<file path="config.mk">
export PLATFORM = sky130hd
export DESIGN_NAME = periph_hub
export DESIGN_NICKNAME = d
export VERILOG_FILES = /design/src/rtl/periph_hub.sv
export SDC_FILE = /design/constraint.sdc
export NUM_CORES = 1
export LEC_CHECK = 0
export CAP_MARGIN = 40
export CORE_ASPECT_RATIO = 1.2
export CORE_MARGIN = 10
export CORE_UTILIZATION = 38
export CTS_CLUSTER_SIZE = 14
export DETAILED_ROUTE_END_ITERATION = 16
export PLACE_DENSITY_LB_ADDON = 0.15
export SLEW_MARGIN = 20
export SYNTH_ARGS = -nofsm -noshare
export SYNTH_HDL_FRONTEND = slang
export SYNTH_SLANG_ARGS = --single-unit
</file>
<file path="constraint.sdc">
create_clock -name clk -period 4.4 [get_ports clk]
set_clock_uncertainty 0.2 [all_clocks]
set_input_delay 0.88 -clock clk [delete_from_list [all_inputs] [get_ports clk]]
set_output_delay 0.88 -clock clk [all_outputs]
set_load 0.02 [all_outputs]
</file>
<file path="src/rtl/periph_hub.sv">
// CPU-side host for the peripheral bus: decodes single load/store requests into
// per-slot select strobes, returns registered read data, and hosts a small interrupt controller.
module periph_hub #(
  parameter int XLEN = 32,
  parameter int NP   = 4,
  parameter int AW   = 8,
  localparam int IW  = $clog2(NP)
) (
  input  logic               clk,
  input  logic               rst,
  input  logic               req,
  input  logic               we,
  input  logic [AW-1:0]      addr,
  input  logic [XLEN-1:0]    wdata,
  output logic               ready,
  output logic [XLEN-1:0]    rdata,
  output logic [NP-1:0]      sel,
  output logic               pwe,
  output logic [AW-2-IW:0]   paddr,
  output logic [XLEN-1:0]    pwdata,
  input  logic [NP*XLEN-1:0] pdout,
  input  logic [NP-1:0]      pirq,
  output logic               irq_out,
  output logic [IW-1:0]      irq_id
);

  typedef enum logic [1:0] {IDLE, SEL, CAP} state_t;

  state_t            state, state_n;
  logic              we_q;
  logic [AW-1:0]     addr_q;
  logic [XLEN-1:0]   wdata_q;
  logic [NP-1:0]     pend, en, pirq_q;
  logic [NP-1:0]     rise, ackclr, pend_n, en_n, act;
  logic [IW-1:0]     k, id_n;
  logic              ctrl, ctrl_wr, found;
  logic [XLEN-1:0]   creg, slot, cap;

  assign k      = addr_q[AW-2 -: IW];
  assign ctrl   = addr_q[AW-1];
  assign paddr  = addr_q[AW-2-IW:0];
  assign pwdata = wdata_q;

  always_comb begin
    state_n = state;
    sel     = '0;
    pwe     = 1'b0;
    case (state)
      IDLE: if (req) state_n = SEL;
      SEL: begin
        if (!ctrl) begin
          sel = NP'(1) << k;
          pwe = we_q;
        end
        state_n = CAP;
      end
      CAP:     state_n = IDLE;
      default: state_n = IDLE;
    endcase
  end

  // Controller register writes commit on the SEL->CAP edge, alongside the peripheral strobe.
  always_comb begin
    ctrl_wr = (state == SEL) && ctrl && we_q;
    ackclr  = '0;
    en_n    = en;
    if (ctrl_wr && addr_q[1:0] == 2'd2) ackclr = wdata_q[NP-1:0];
    if (ctrl_wr && addr_q[1:0] == 2'd1) en_n = wdata_q[NP-1:0];
    rise   = pirq & ~pirq_q;
    pend_n = (pend & ~ackclr) | rise;
    act    = pend_n & en_n;
    id_n   = '0;
    found  = 1'b0;
    for (int unsigned i = 0; i < NP; i++) begin
      if (act[i] && !found) begin
        id_n  = IW'(i);
        found = 1'b1;
      end
    end
  end

  always_comb begin
    creg = '0;
    case (addr_q[1:0])
      2'd0:    creg[NP-1:0] = pend;
      2'd1:    creg[NP-1:0] = en;
      2'd3:    creg[IW:0]   = {irq_out, irq_id};
      default: creg = '0;
    endcase
    slot = '0;
    for (int unsigned i = 0; i < NP; i++) begin
      if (k == IW'(i)) slot = pdout[i*XLEN +: XLEN];
    end
    if (we_q)      cap = '0;
    else if (ctrl) cap = creg;
    else           cap = slot;
  end

  always_ff @(posedge clk or posedge rst) begin
    if (rst) begin
      state   <= IDLE;
      we_q    <= 1'b0;
      addr_q  <= '0;
      wdata_q <= '0;
      ready   <= 1'b0;
      rdata   <= '0;
      pirq_q  <= '0;
      pend    <= '0;
      en      <= '0;
      irq_out <= 1'b0;
      irq_id  <= '0;
    end else begin
      state <= state_n;
      if (state == IDLE && req) begin
        we_q    <= we;
        addr_q  <= addr;
        wdata_q <= wdata;
      end
      ready <= (state == CAP);
      if (state == CAP) rdata <= cap;
      pirq_q  <= pirq;
      pend    <= pend_n;
      en      <= en_n;
      irq_out <= |act;
      irq_id  <= id_n;
    end
  end

endmodule

</file>
==> metrics.csv, run 1 <==
metric,value,unit
status,"finished, final reports clean",
synth_cells,287,
fin_nets,707,
drv_slew,0,
initial_core_util,0.3888,
grt_pass1_wl,21610,um
drt_iter0_markers,129,
cp.required,3320,ps
first_global_vias,3942,
cp_max_fo,5,
r2r-start,addr_q[5],
clkSinkCount,91,
htreeDepth,3,
intPower,0.002277,W
rsz0062_at_grt,no,
power_frac_clock,0.197,
layout_commonest_cell,clkdlybuf4s50_1,
final_antenna_net_count,0,
fp.dieArea,0.01596,mm2
cts_resized,0,
setup_tns,0,ps
cts_buffers,9,
synth_area,0.004290,mm2
drt-total-wl,14180,um
hp-class,reg -> reg,
antennaDiodeCount,0,
row_count,42,
grt_overflow,0,
die_height,136.4,um
grt_use_total,0.1776,
antenna_found_initial,0,
cts_root_buffer,clkbuf_16,
portBuffers,253,
power_frac_seq,0.372,
synth_top_area_frac,0.5308,
cts_tree,built,
fin_crit,3228,ps
top_level_ports,254,
p_leak,2.917,nW
synth.area.top_cells,"dfrtp_1 (53%), mux4_2 (17%), mux2_2 (11%)",
syn_nets,463,
wl_per_cell,21.29,um
synth_area_leader_cell,dfrtp_1,
startpoint_type,flip-flop,
ys_types,31,
p_switching,0.001111,W
fillerInstances,843,
vias,3435,
hold_viol_final,0,
critical_path_arrival,2150,ps
gp_congestion,0.8338,
pwr-share-comb,0.432,
end_kind,primary output,
syn_avg_cell_area,14.95,um2
hp-start,rdata[2],
avgViaCountPerCell,5.158,
synth_seq_area_share,0.5308,
critPathLaunch,state[1],
p_total,0.003389,W
mostFrequentLayoutCells,"clkdlybuf4s50_1 (253), dfrtp_1 (90), mux2_2 (43)",
drc,0,
cellPowerDensity,471.5,mW/mm2
cts_setup_buffers,0,
setup_viol,0,
design.core.area,0.01104,mm2
ys.warnings.count,0,
clkTransAtPathRegs,60,ps
drive_gt1_frac,0.1891,
swShare,0.3279,
cts_buffer_depth,2,
timing_worst_slew_pin_value,817.4,ps
ir_worst_vdd,0.1859,mV
ys_ff_latch,91,
area_growth,67.51,%
crit_type,reg -> out,
fmax,309.8,MHz
max-slew-margin-rel,0.4551,
drt_first_pass_iters,4,
die_w,117,um
cts_hold_buffers,0,
place_hpwl,12000,um
cap_violations,0,
clk_latency,330,ps
grt_max_degree,58,
min_period_over_period,0.7337,
## flip-flops by register name (all words and copies together) (netlist names)
signal and flops:
state 2, pirq_q 4, irq_out 1, rdata 32, we_q 1, addr_q 8, pend 4, ready 1
en 4, irq_id 2, pwdata 32
## worst max-delay path: stages, from the launching register on
cell	delay, ps
dfrtp_1	410
and2b_1	220
nor2b_1	310
nor3b_1	230
clkdlybuf4s50_1	640
## power by group through the flow
stage                     Clock, W  Combinational, W  Sequential [W]
after floorplan                  0          0.000609         0.00143
after global placement           0           0.00147         0.00127
after detailed placement         0           0.00149         0.00128
after CTS                 0.000687           0.00149         0.00127
after global routing      0.000711           0.00156         0.00130
final                     0.000666           0.00146         0.00126
## logic make-up after synthesis
kind of cell    after synthesis  share of synthesized area
simple gates                 36                    0.04608
buf+inv                      35                    0.03937
compound gates               43                    0.08545
mux                          82                     0.2983
flops                        91                     0.5308
## cells in the mapped netlist
cell type / n
buf_6: 1
mux2i_1: 6
nor2_1: 4
a22oi_1: 1
a211oi_1: 1
buf_1: 1
and3b_1: 1
nor3_2: 1
buf_2: 9
and4b_4: 1
mux2_2: 43
o211ai_1: 6
a211o_1: 1
buf_4: 5
nand2b_1: 1
a2bb2oi_1: 1
a22oi_2: 1
inv_1: 8
nor2b_1: 6
clkbuf_1: 11
and2_1: 1
nand2_1: 11
dfrtp_1: 91
nand3_1: 6
nor3b_1: 2
and3_1: 1
a22o_1: 31
a21oi_1: 1
mux4_2: 32
and2b_1: 1
mux2_4: 1
## area by class of cell
cell class	count	area, um2	area share
Clock buffer	11	232.7	0.03238
Clock inverter	3	17.52	0.002437
Inverter	8	32.53	0.004526
Multi-Input combinational cell	161	1856	0.2582
Sequential cell	91	2278	0.3170
Tap cell	132	165.2	0.02298
Timing Repair Buffer	260	2605	0.3625
## metrics by stage
step	std cells	util	area (um2)	worst slack [ps]	hold slack, ps
after floorplan	287	-	4290	956.4	282.0
after global placement	651	0.6272	6922	1459	251.2
after detailed placement	652	0.6286	6937	1400	256.5
after CTS	666	0.6512	7187	1148	270.2
after global routing	666	0.6512	7187	1071	302.9
final	666	0.6512	7187	1172	262.5
## per-layer routing
| layer | up-vias | GRT usage | part of all wire |
|---|---|---|---|
| li1 | 1576 | - | - |
| met1 | 1673 | 0.1783 | 0.34 |
| met2 | 167 | 0.3102 | 0.52 |
| met3 | 19 | 0.08289 | 0.12 |
| met4 | 0 | 0.06878 | 0.019 |
| met5 | - | 0 | 0 |
## path summary, 6_finish.rpt
kind / endpoint / slack, ps / cells past startpoint
setup / recovery: sel[0] / 1170 / 4
hold / removal: rdata[2] / 260 / 2
setup reg to reg: rdata[3] / 1850 / 4
hold reg to reg: rdata[2] / 260 / 2
max in group asynchronous: rdata[12] / 2410 / 3
min in group asynchronous: pwdata[17] / 820 / 2
(Power assumes the default switching activity.)
==> run 2: changes to the inputs <==
--- a/config.mk
+++ b/config.mk
@@ -8,7 +8,7 @@
 export CAP_MARGIN = 40
 export CORE_ASPECT_RATIO = 1.2
 export CORE_MARGIN = 10
-export CORE_UTILIZATION = 38
+export CORE_UTILIZATION = 34
 export CTS_CLUSTER_SIZE = 14
 export DETAILED_ROUTE_END_ITERATION = 16
 export PLACE_DENSITY_LB_ADDON = 0.15
==> constraint.sdc (replaced) <==
create_clock -name clk -period 2.9 [get_ports clk]
set_clock_uncertainty 0.2 [all_clocks]
set_input_delay 0.58 -clock clk [delete_from_list [all_inputs] [get_ports clk]]
set_output_delay 0.58 -clock clk [all_outputs]
set_load 0.02 [all_outputs]
==> run 2 against run 1 <==
Via count increased by 0.82%. Clock power increased by 64%. Count of clock-buffer cells in the layout increased by 2. Final cell count increased by 5.1%. Critical endpoint is now sel[2]. Largest power group unchanged.
==> metrics.csv, run 2 (synthesis gave the netlist of run 1 again) <==
metric,value,unit
avgViaCountPerCell,4.947,
fp.dieArea,0.01753,mm2
portBuffers,253,
clk_latency,330,ps
critical_path_arrival,1990,ps
htreeDepth,3,
intPower,0.003558,W
setup_tns,0,ps
cts_buffers,9,
timing_worst_slew_pin_value,468.0,ps
r2r-start,addr_q[7],
drt_first_pass_iters,3,
ir_worst_vdd,0.2957,mV
grt_overflow,0,
die_height,143.1,um
grt_pass1_wl,21830,um
gp_congestion,0.8205,
pwr-share-comb,0.438,
max-slew-margin-rel,0.6880,
drt-total-wl,14700,um
grt_max_degree,92,
die_w,122.5,um
grtUsageMet1,0.1648,
antenna_found_initial,0,
top_level_ports,254,
layout_commonest_cell,clkdlybuf4s50_1,
clkTransAtPathRegs,60,ps
cts_hold_buffers,0,
cts_buffer_depth,2,
hold_viol_final,0,
grt_util_met3,0.07692,
hp-class,reg -> reg,
initial_core_util,0.3510,
busiest_layer,met2,
use_met2,0.2900,
p_leak,2.982,nW
critPathLaunch,state[1],
power_frac_seq,0.355,
area_growth,70.28,%
first_global_vias,3968,
final_antenna_net_count,0,
wl_per_cell,21.00,um
antennaDiodeCount,0,
end_kind,primary output,
power_frac_clock,0.207,
place_hpwl,12220,um
setup_viol,0,
fmax,360.5,MHz
cts_tree,built,
fin_crit,2774,ps
cap_violations,0,
crit_type,reg -> out,
min_period_over_period,0.9565,
row_count,44,
mostFrequentLayoutCells,"clkdlybuf4s50_1 (251), dfrtp_1 (90), mux2_2 (43)",
startpoint_type,flip-flop,
drt_iter0_markers,123,
clkSinkCount,91,
utilization,0.5978,
design.core.area,0.01222,mm2
cts_root_buffer,clkbuf_16,
cellPowerDensity,719.5,mW/mm2
cts_setup_buffers,0,
grt_use_total,0.1629,
swShare,0.3230,
cp.required,2120,ps
drc,0,
status,"finished, final reports clean",
hp-start,rdata[0],
fin_nets,711,
p_switching,0.001698,W
vias,3463,
drv_slew,0,
rsz0062_at_grt,no,
cp_max_fo,5,
drive_gt1_frac,0.2004,
==> run 2: critical path: stages, from the launching register on <==
cell             delay, ps
dfrtp_1                410
and2b_1                230
nor2b_2                230
nand2_1                 80
nor2_1                 100
clkdlybuf4s50_1        620
==> run 2: what timing repair did <==
| item | 4_1_cts | 5_1_grt |
|---|---|---|
| gates resized for setup | 2 | 1 |
| setup endpoints to repair | 2 | 1 |
| pin swaps | 0 | 0 |
| endpoints found under the hold margin | 0 | 0 |
==> run 2: cell type report <==
cell class	instances	area (um2)
clock buffer	13	270.3
multi-input combinational	161	1858
clock inverter	2	10.01
sequential	91	2278
tap	161	201.4
inverter	8	33.78
timing repair buffer	264	2654
fill	1047	4916
==> run 2: power by group through the flow <==
stage               Combinational [W]  Sequential, W  Clock [W]
floorplan                    0.000924        0.00216          0
global placement              0.00232        0.00187          0
detailed placement            0.00235        0.00188          0
CTS                           0.00235        0.00187    0.00112
global route                  0.00245        0.00192    0.00118
finish                        0.00230        0.00187    0.00109
==> run 2: path summary, 6_finish.rpt <==
path	end	slack, ps	depth (start not counted)
setup / recovery	sel[2]	130	5
hold / removal	rdata[0]	270	2
setup reg to reg	irq_id[0]	660	6
hold reg to reg	rdata[0]	270	2
max in group asynchronous	addr_q[5]	1570	3
min in group asynchronous	ready	550	3
==> run 2: per-stage QoR <==
stage / hold WS (ps) / setup slack, ps / total power, W / cell area [um2] / std cells
after floorplan: 282.0 / 778.1 / 0.003087 / 4294 / 287
after global placement: 259.5 / 358.5 / 0.004191 / 7022 / 685
after detailed placement: 270.8 / 259.6 / 0.004227 / 7022 / 685
after CTS: 284.0 / 89.24 / 0.005343 / 7303 / 700
after global routing: 314.8 / 11.97 / 0.005544 / 7306 / 700
final: 269.7 / 126.0 / 0.005256 / 7306 / 700
==> run 2: routing by layer <==
layer  wire length [um]  share of wire
met1               5163           0.35
met3               1577           0.11
met4                217          0.015
met2               7744           0.53
met5                  0              0
==> variant 1: new RTL, settings of run 2 <==
`AW`: 8 -> 6.
--- a/src/rtl/periph_hub.sv
+++ b/src/rtl/periph_hub.sv
@@ -4,5 +4,5 @@
   parameter int XLEN = 32,
   parameter int NP   = 4,
-  parameter int AW   = 8,
+  parameter int AW   = 6,
   localparam int IW  = $clog2(NP)
 ) (
Interface: changed (resized addr and paddr); port bits go from 254 to 250. No check against the original RTL was run, so the function may have changed too.
==> variant 1 against run 2 <==
Sequential cell count decreased by 2. Cell area decreased by 1.2%. Count of clock-buffer cells in the layout decreased by 3. Sequential share of layout area decreased by 0.33 points. Routed wire length decreased by 1.6%. Setup slack improved by 0.024 ns. Clock power increased by 12%. Total power increased by 0.81%. Via count decreased by 1.4%. Hold slack improved by 0.0044 ns. Critical path depth decreased by 1. Die area decreased by 1.7%. Synthesized area decreased by 2.0%. Largest power group unchanged.
==> variant 1: results (changes against run 2) <==
status: "finished, final reports clean"
antenna_found_initial: 0  # unchanged
drt_first_pass_iters: 4  # +1
max_stage_delay_ns: 0.60  # -0.02 ns
ir_drop_v: 0.0002851  # -3.6%
yosys_warnings: 0  # unchanged
layout-drive-gt1-share_pct: 20.19  # +0.15 points
cp_max_fo: 5  # unchanged
crit_arrival_ns: 1.97  # -0.02 ns
cts_root_buffer: "clkbuf_16"
synth_fa_ha_area_share_pct: 0  # unchanged
synth_cell_types: 32  # +3.2%
ys_seq_area_share_pct: 52.98  # -0.10 points
clkTransAtPathRegs_ns: 0.06  # about the same
grt_max_degree: 90  # -2.2%
place_inst: 676  # -1.3%
drtIter0Drc: 91  # -26%
p_leak_nw: 2.936  # -1.6%
post_cts_buffers: 0  # unchanged
antenna_left: 0  # unchanged
portBuffers: 249  # -1.6%
critPathTopFamily: "simple AND/OR/NAND/NOR gates"
tightestPinTransition_ns: 0.4821  # +0.01410 ns
synth-compound-area-share_pct: 8.750  # +0.21 points
syn_nets: 455  # -1.7%
dp_hpwl_um: 12000  # -1.8%
hold_path.class: "flop to flop"
gp_congestion: 0.7981  # -2.7%
fill_cells: 1004  # -4.1%
synth_commonest_cells: "89 x dfrtp_1, 41 x mux2_2, 32 x mux4_2"
grt_usage_pct: 16.35  # +0.060 points
via_count: 3415  # -1.4%
syn_avg_cell_area_um2: 14.96  # about the same
routed_wl_um: 14470  # -1.6%
async_reset_ff_share_pct: 100.0  # unchanged
cts-buffers-inserted: 9  # unchanged
cts-htree-levels: 3  # unchanged
n_antenna_cell: 0  # unchanged
clk_latency_ns: 0.34
synthTopCellsByArea: "dfrtp_1 53%, mux4_2 17%, mux2_2 11%"
first_global_vias: 3949  # -0.48%
clockBufferDepth: 2  # unchanged
finalNonFillerCells: 691  # -1.3%
grt_pass1_wl_um: 21910  # +0.38%
synthMuxAreaShare_pct: 29.91  # +0.077 points
critical_path.slowest_cell: "clkdlybuf4s50_1"
num-nets-final: 700  # -1.5%
[variant 1: cell types whose count changed in the layout (fill, tap and decap cells not counted), moves of 2 or more]
cell and change:
clkdlybuf4s50_1 -3, clkbuf_8 -3, dfrtp_1 -2, bufinv_16 +2
mux2_2 -2
[variant 1: repair_timing]
| item | 4_1_cts | 5_1_grt |
|---|---|---|
| endpoints found under the setup margin | 1 | 1 |
| resized for setup | 1 | 1 |
| pin swaps | 0 | 0 |
[variant 1: worst min-delay path: stages, from the launching register on]
cell	delay, ns
dfrtp_1	0.35
nand2_1	0.05
nand2_1	0.05
[variant 1: report_power, final]
part           switching, mW  internal, mW  leakage [nW]  total (mW)
clock                  0.466         0.750         0.149        1.22
sequential             0.253          1.58          1.09        1.83
combinational          0.973          1.27          1.69        2.25
total                   1.69          3.61          2.94        5.30
[variant 1: logic make-up after synthesis]
family          after synthesis
compound gates               43
buf+inv                      33
flops                        89
mux                          80
simple gates                 36
[variant 1: area by class of cell]
class                           instances  area (um2)  area share [%]
Sequential cell                        89        2228           30.86
Multi-Input combinational cell        159        1839           25.47
Clock inverter                          5       81.33           1.126
Clock buffer                           10       229.0           3.171
Timing Repair Buffer                  259        2608           36.11
Inverter                                8       33.78          0.4679
Tap cell                              161       201.4           2.790
[variant 1: worst paths after layout]
check,from,endpoint,depth (start not counted),slack (ns)
max in group asynchronous,rst,addr_q[3],3,1.57
min in group asynchronous,rst,rdata[26],3,0.51
max reg2reg,addr_q[5],irq_id[0],6,0.72
max,state[1],sel[3],4,0.15
min,rdata[1],rdata[1],2,0.27
min reg2reg,rdata[1],rdata[1],2,0.27
[variant 1: routing by layer]
layer  wire length, um  GRT usage [%]  share of wire (%)  vias up
li1                  -              -                  -     1568
met1              5472          17.69                 38     1661
met2              7288          28.19                 50      174
met3              1552          7.304                 11       12
met4               155          4.463                1.1        0
met5                 0              0                  0        -
[variant 1: metrics by stage]
step | setup slack, ns | total power [mW] | area (um2) | hold slack [ns] | utilization, %
after floorplan | 0.7781 | 3.019 | 4208 | 0.2820 | -
after global placement | 0.3656 | 4.109 | 6905 | 0.2575 | 57.01
after detailed placement | 0.3303 | 4.149 | 6905 | 0.2731 | 57.01
after CTS | 0.05676 | 5.385 | 7218 | 0.2861 | 59.60
after global routing | 0.04522 | 5.576 | 7221 | 0.3050 | 59.62
final | 0.1496 | 5.299 | 7221 | 0.2741 | 59.62
==> variant 2: new RTL, config.mk and constraints of run 2 <==
Made on the original files. Make the reset (`rst`) synchronous in one clocked block.
--- a/src/rtl/periph_hub.sv
+++ b/src/rtl/periph_hub.sv
@@ -97,5 +97,5 @@
   end
 
-  always_ff @(posedge clk or posedge rst) begin
+  always_ff @(posedge clk) begin
     if (rst) begin
       state   <= IDLE;
Function: differs if rst is asserted again (counterexample within 4 cycles, from zero or initial values and one cycle with rst high); with rst held inactive, the same outputs for 4 cycles.
==> variant 2 against run 2 <==
Routed wire length up 8.2%. Register-to-register slack worse by 0.02 ns. Sequential cell count unchanged. Sequential share of layout area down 5.4 points. Setup slack better by 0.13 ns. Cell area down 3.3%. Critical path depth down 2. Synthesized area down 4.8%. Critical path type unchanged. Largest cell class unchanged.
Power is not compared: it rests on default switching activity, and its combinational part moved more than twofold at a synthesized area within 25%.
==> variant 2: results (changes against run 2) <==
finalSetupTns_ns: 0  # unchanged
holdPathEnd: "pwdata[24]"
cts-htree-levels: 3  # unchanged
top_layer_used: "met5"
max_stage_delay_ns: 0.73  # +0.11 ns
r2r-end: "irq_id[1]"
drt_first_pass_iters: 5  # +2
num-nets-final: 839  # +18%
grt_usage_pct: 18.49  # +2.2 points
grt_util_met2_pct: 33.73  # +4.7 points
ys_seq_area_share_pct: 44.58  # -8.5 points
dp_hpwl_um: 13080  # +7.0%
syn_nets: 604  # +30%
status: "finished, final reports clean"
p_leak_nw: 2.533
hold_path.class: "flop to flop"
whs_path_depth: 2  # unchanged
cp_max_fo: 4  # -1
synth_commonest_cells: "91 x dfxtp_1, 88 x nand2_1, 53 x nor2_1"
synthTopCellsByArea: "dfxtp_1 45%, mux4_2 18%, nand2_1 8.1%"
clkTransAtPathRegs_ns: 0.06  # about the same
pre_cts_ws_ns: 0.5944  # +0.3348 ns
cts_root_buffer: "clkbuf_16"
drtIter0Drc: 272  # +120%
use_met1_pct: 18.10  # +1.6 points
use_met3_pct: 8.605  # +0.91 points
fill_cells: 1016  # -3.0%
regToRegStartpoint: "addr_q[7]"
grt_max_degree: 42  # -54%
tightestPinTransition_ns: 0.6887  # +0.2207 ns
post_cts_buffers: 0  # unchanged
crit_arrival_ns: 1.87  # -0.12 ns
first_global_vias: 4486  # +13%
clockBufferDepth: 2  # unchanged
layout-drive-gt1-share_pct: 10.79  # -9.2 points
wl_met1_um: 5654  # +9.5%
dr_wl_met2_um: 8449  # +9.1%
r2r_setup_slack_ns: 0.64  # -0.02 ns
grt_pass1_wl_um: 24450  # +12%
avgRoutedWirePerCell_um: 19.28  # -8.2%
reg2reg_depth: 5  # -1
async_reset_ff_share_pct: 0  # -100 points
synth_cell_types: 30  # -3.2%
wl_met3_um: 1601  # +1.5%
critPathTopFamily: "buffers and inverters"
critical_path.slowest_cell: "clkdlybuf4s50_1"
ctsResizeCount: 0  # -2
gp_congestion: 0.7942  # -3.2%
yosys_warnings: 0  # unchanged
hold_path.startpoint: "pwdata[24]"
antenna_found_initial: 2  # +2
via_count: 4129  # +19%
[variant 2: changes by cell type after synthesis, moves of 16 or more]
cell / change
mux2_2: -37
dfxtp_1: +91
dfrtp_1: -91
clkbuf_1: +16
nand2_1: +77
a22o_1: -31
a21oi_1: +47
nor2_1: +49
a22oi_1: +34
[variant 2: cell type report]
type,instances,area share [%]
clock buffer,10,3.382
sequential,91,25.82
tap,157,2.780
timing repair buffer,265,37.28
inverter,4,0.2125
multi-input combinational,292,29.40
antenna,1,0.03542
clock inverter,5,1.098
[variant 2: how the worst max path moves through the flow]
stage                          end       from  cells after the start  slack (ns)
after floorplan             sel[2]  addr_q[6]                      3        0.45
after global placement    rdata[3]  pdout[35]                      5        0.65
after detailed placement    sel[2]   state[1]                      3        0.59
after CTS                   sel[2]   state[1]                      3        0.20
after global routing        sel[2]   state[1]                      3        0.08
final                       sel[2]   state[1]                      3        0.25
[variant 2: cell families (layout without fill, tap and decap cells)]
family / after synthesis / count (layout) / synth area share (%)
other: 0 / 1 / 0
AND/OR/NAND/NOR: 156 / 156 / 16.07
multiplexers: 42 / 42 / 20.27
flip-flops: 91 / 91 / 44.58
AO/OA/AOI/OAI: 94 / 94 / 14.33
buffers and inverters: 45 / 284 / 4.746
[variant 2: metrics by stage]
step	hold slack, ns	instances	cell area, um2	total power [mW]
finish	0.2521	825	7066	3.266
global route	0.2689	825	7066	3.414
CTS	0.2541	823	7052	3.306
detailed placement	0.2455	808	6735	2.068
global placement	0.2413	808	6735	2.056
floorplan	0.2367	428	4086	1.674
[variant 2: power breakdown]
part	internal [mW]	leakage (nW)	switching (mW)
registers	1.31	0.744	0.0436
logic	0.416	1.63	0.266
clock network	0.770	0.154	0.464
total	2.49	2.53	0.773
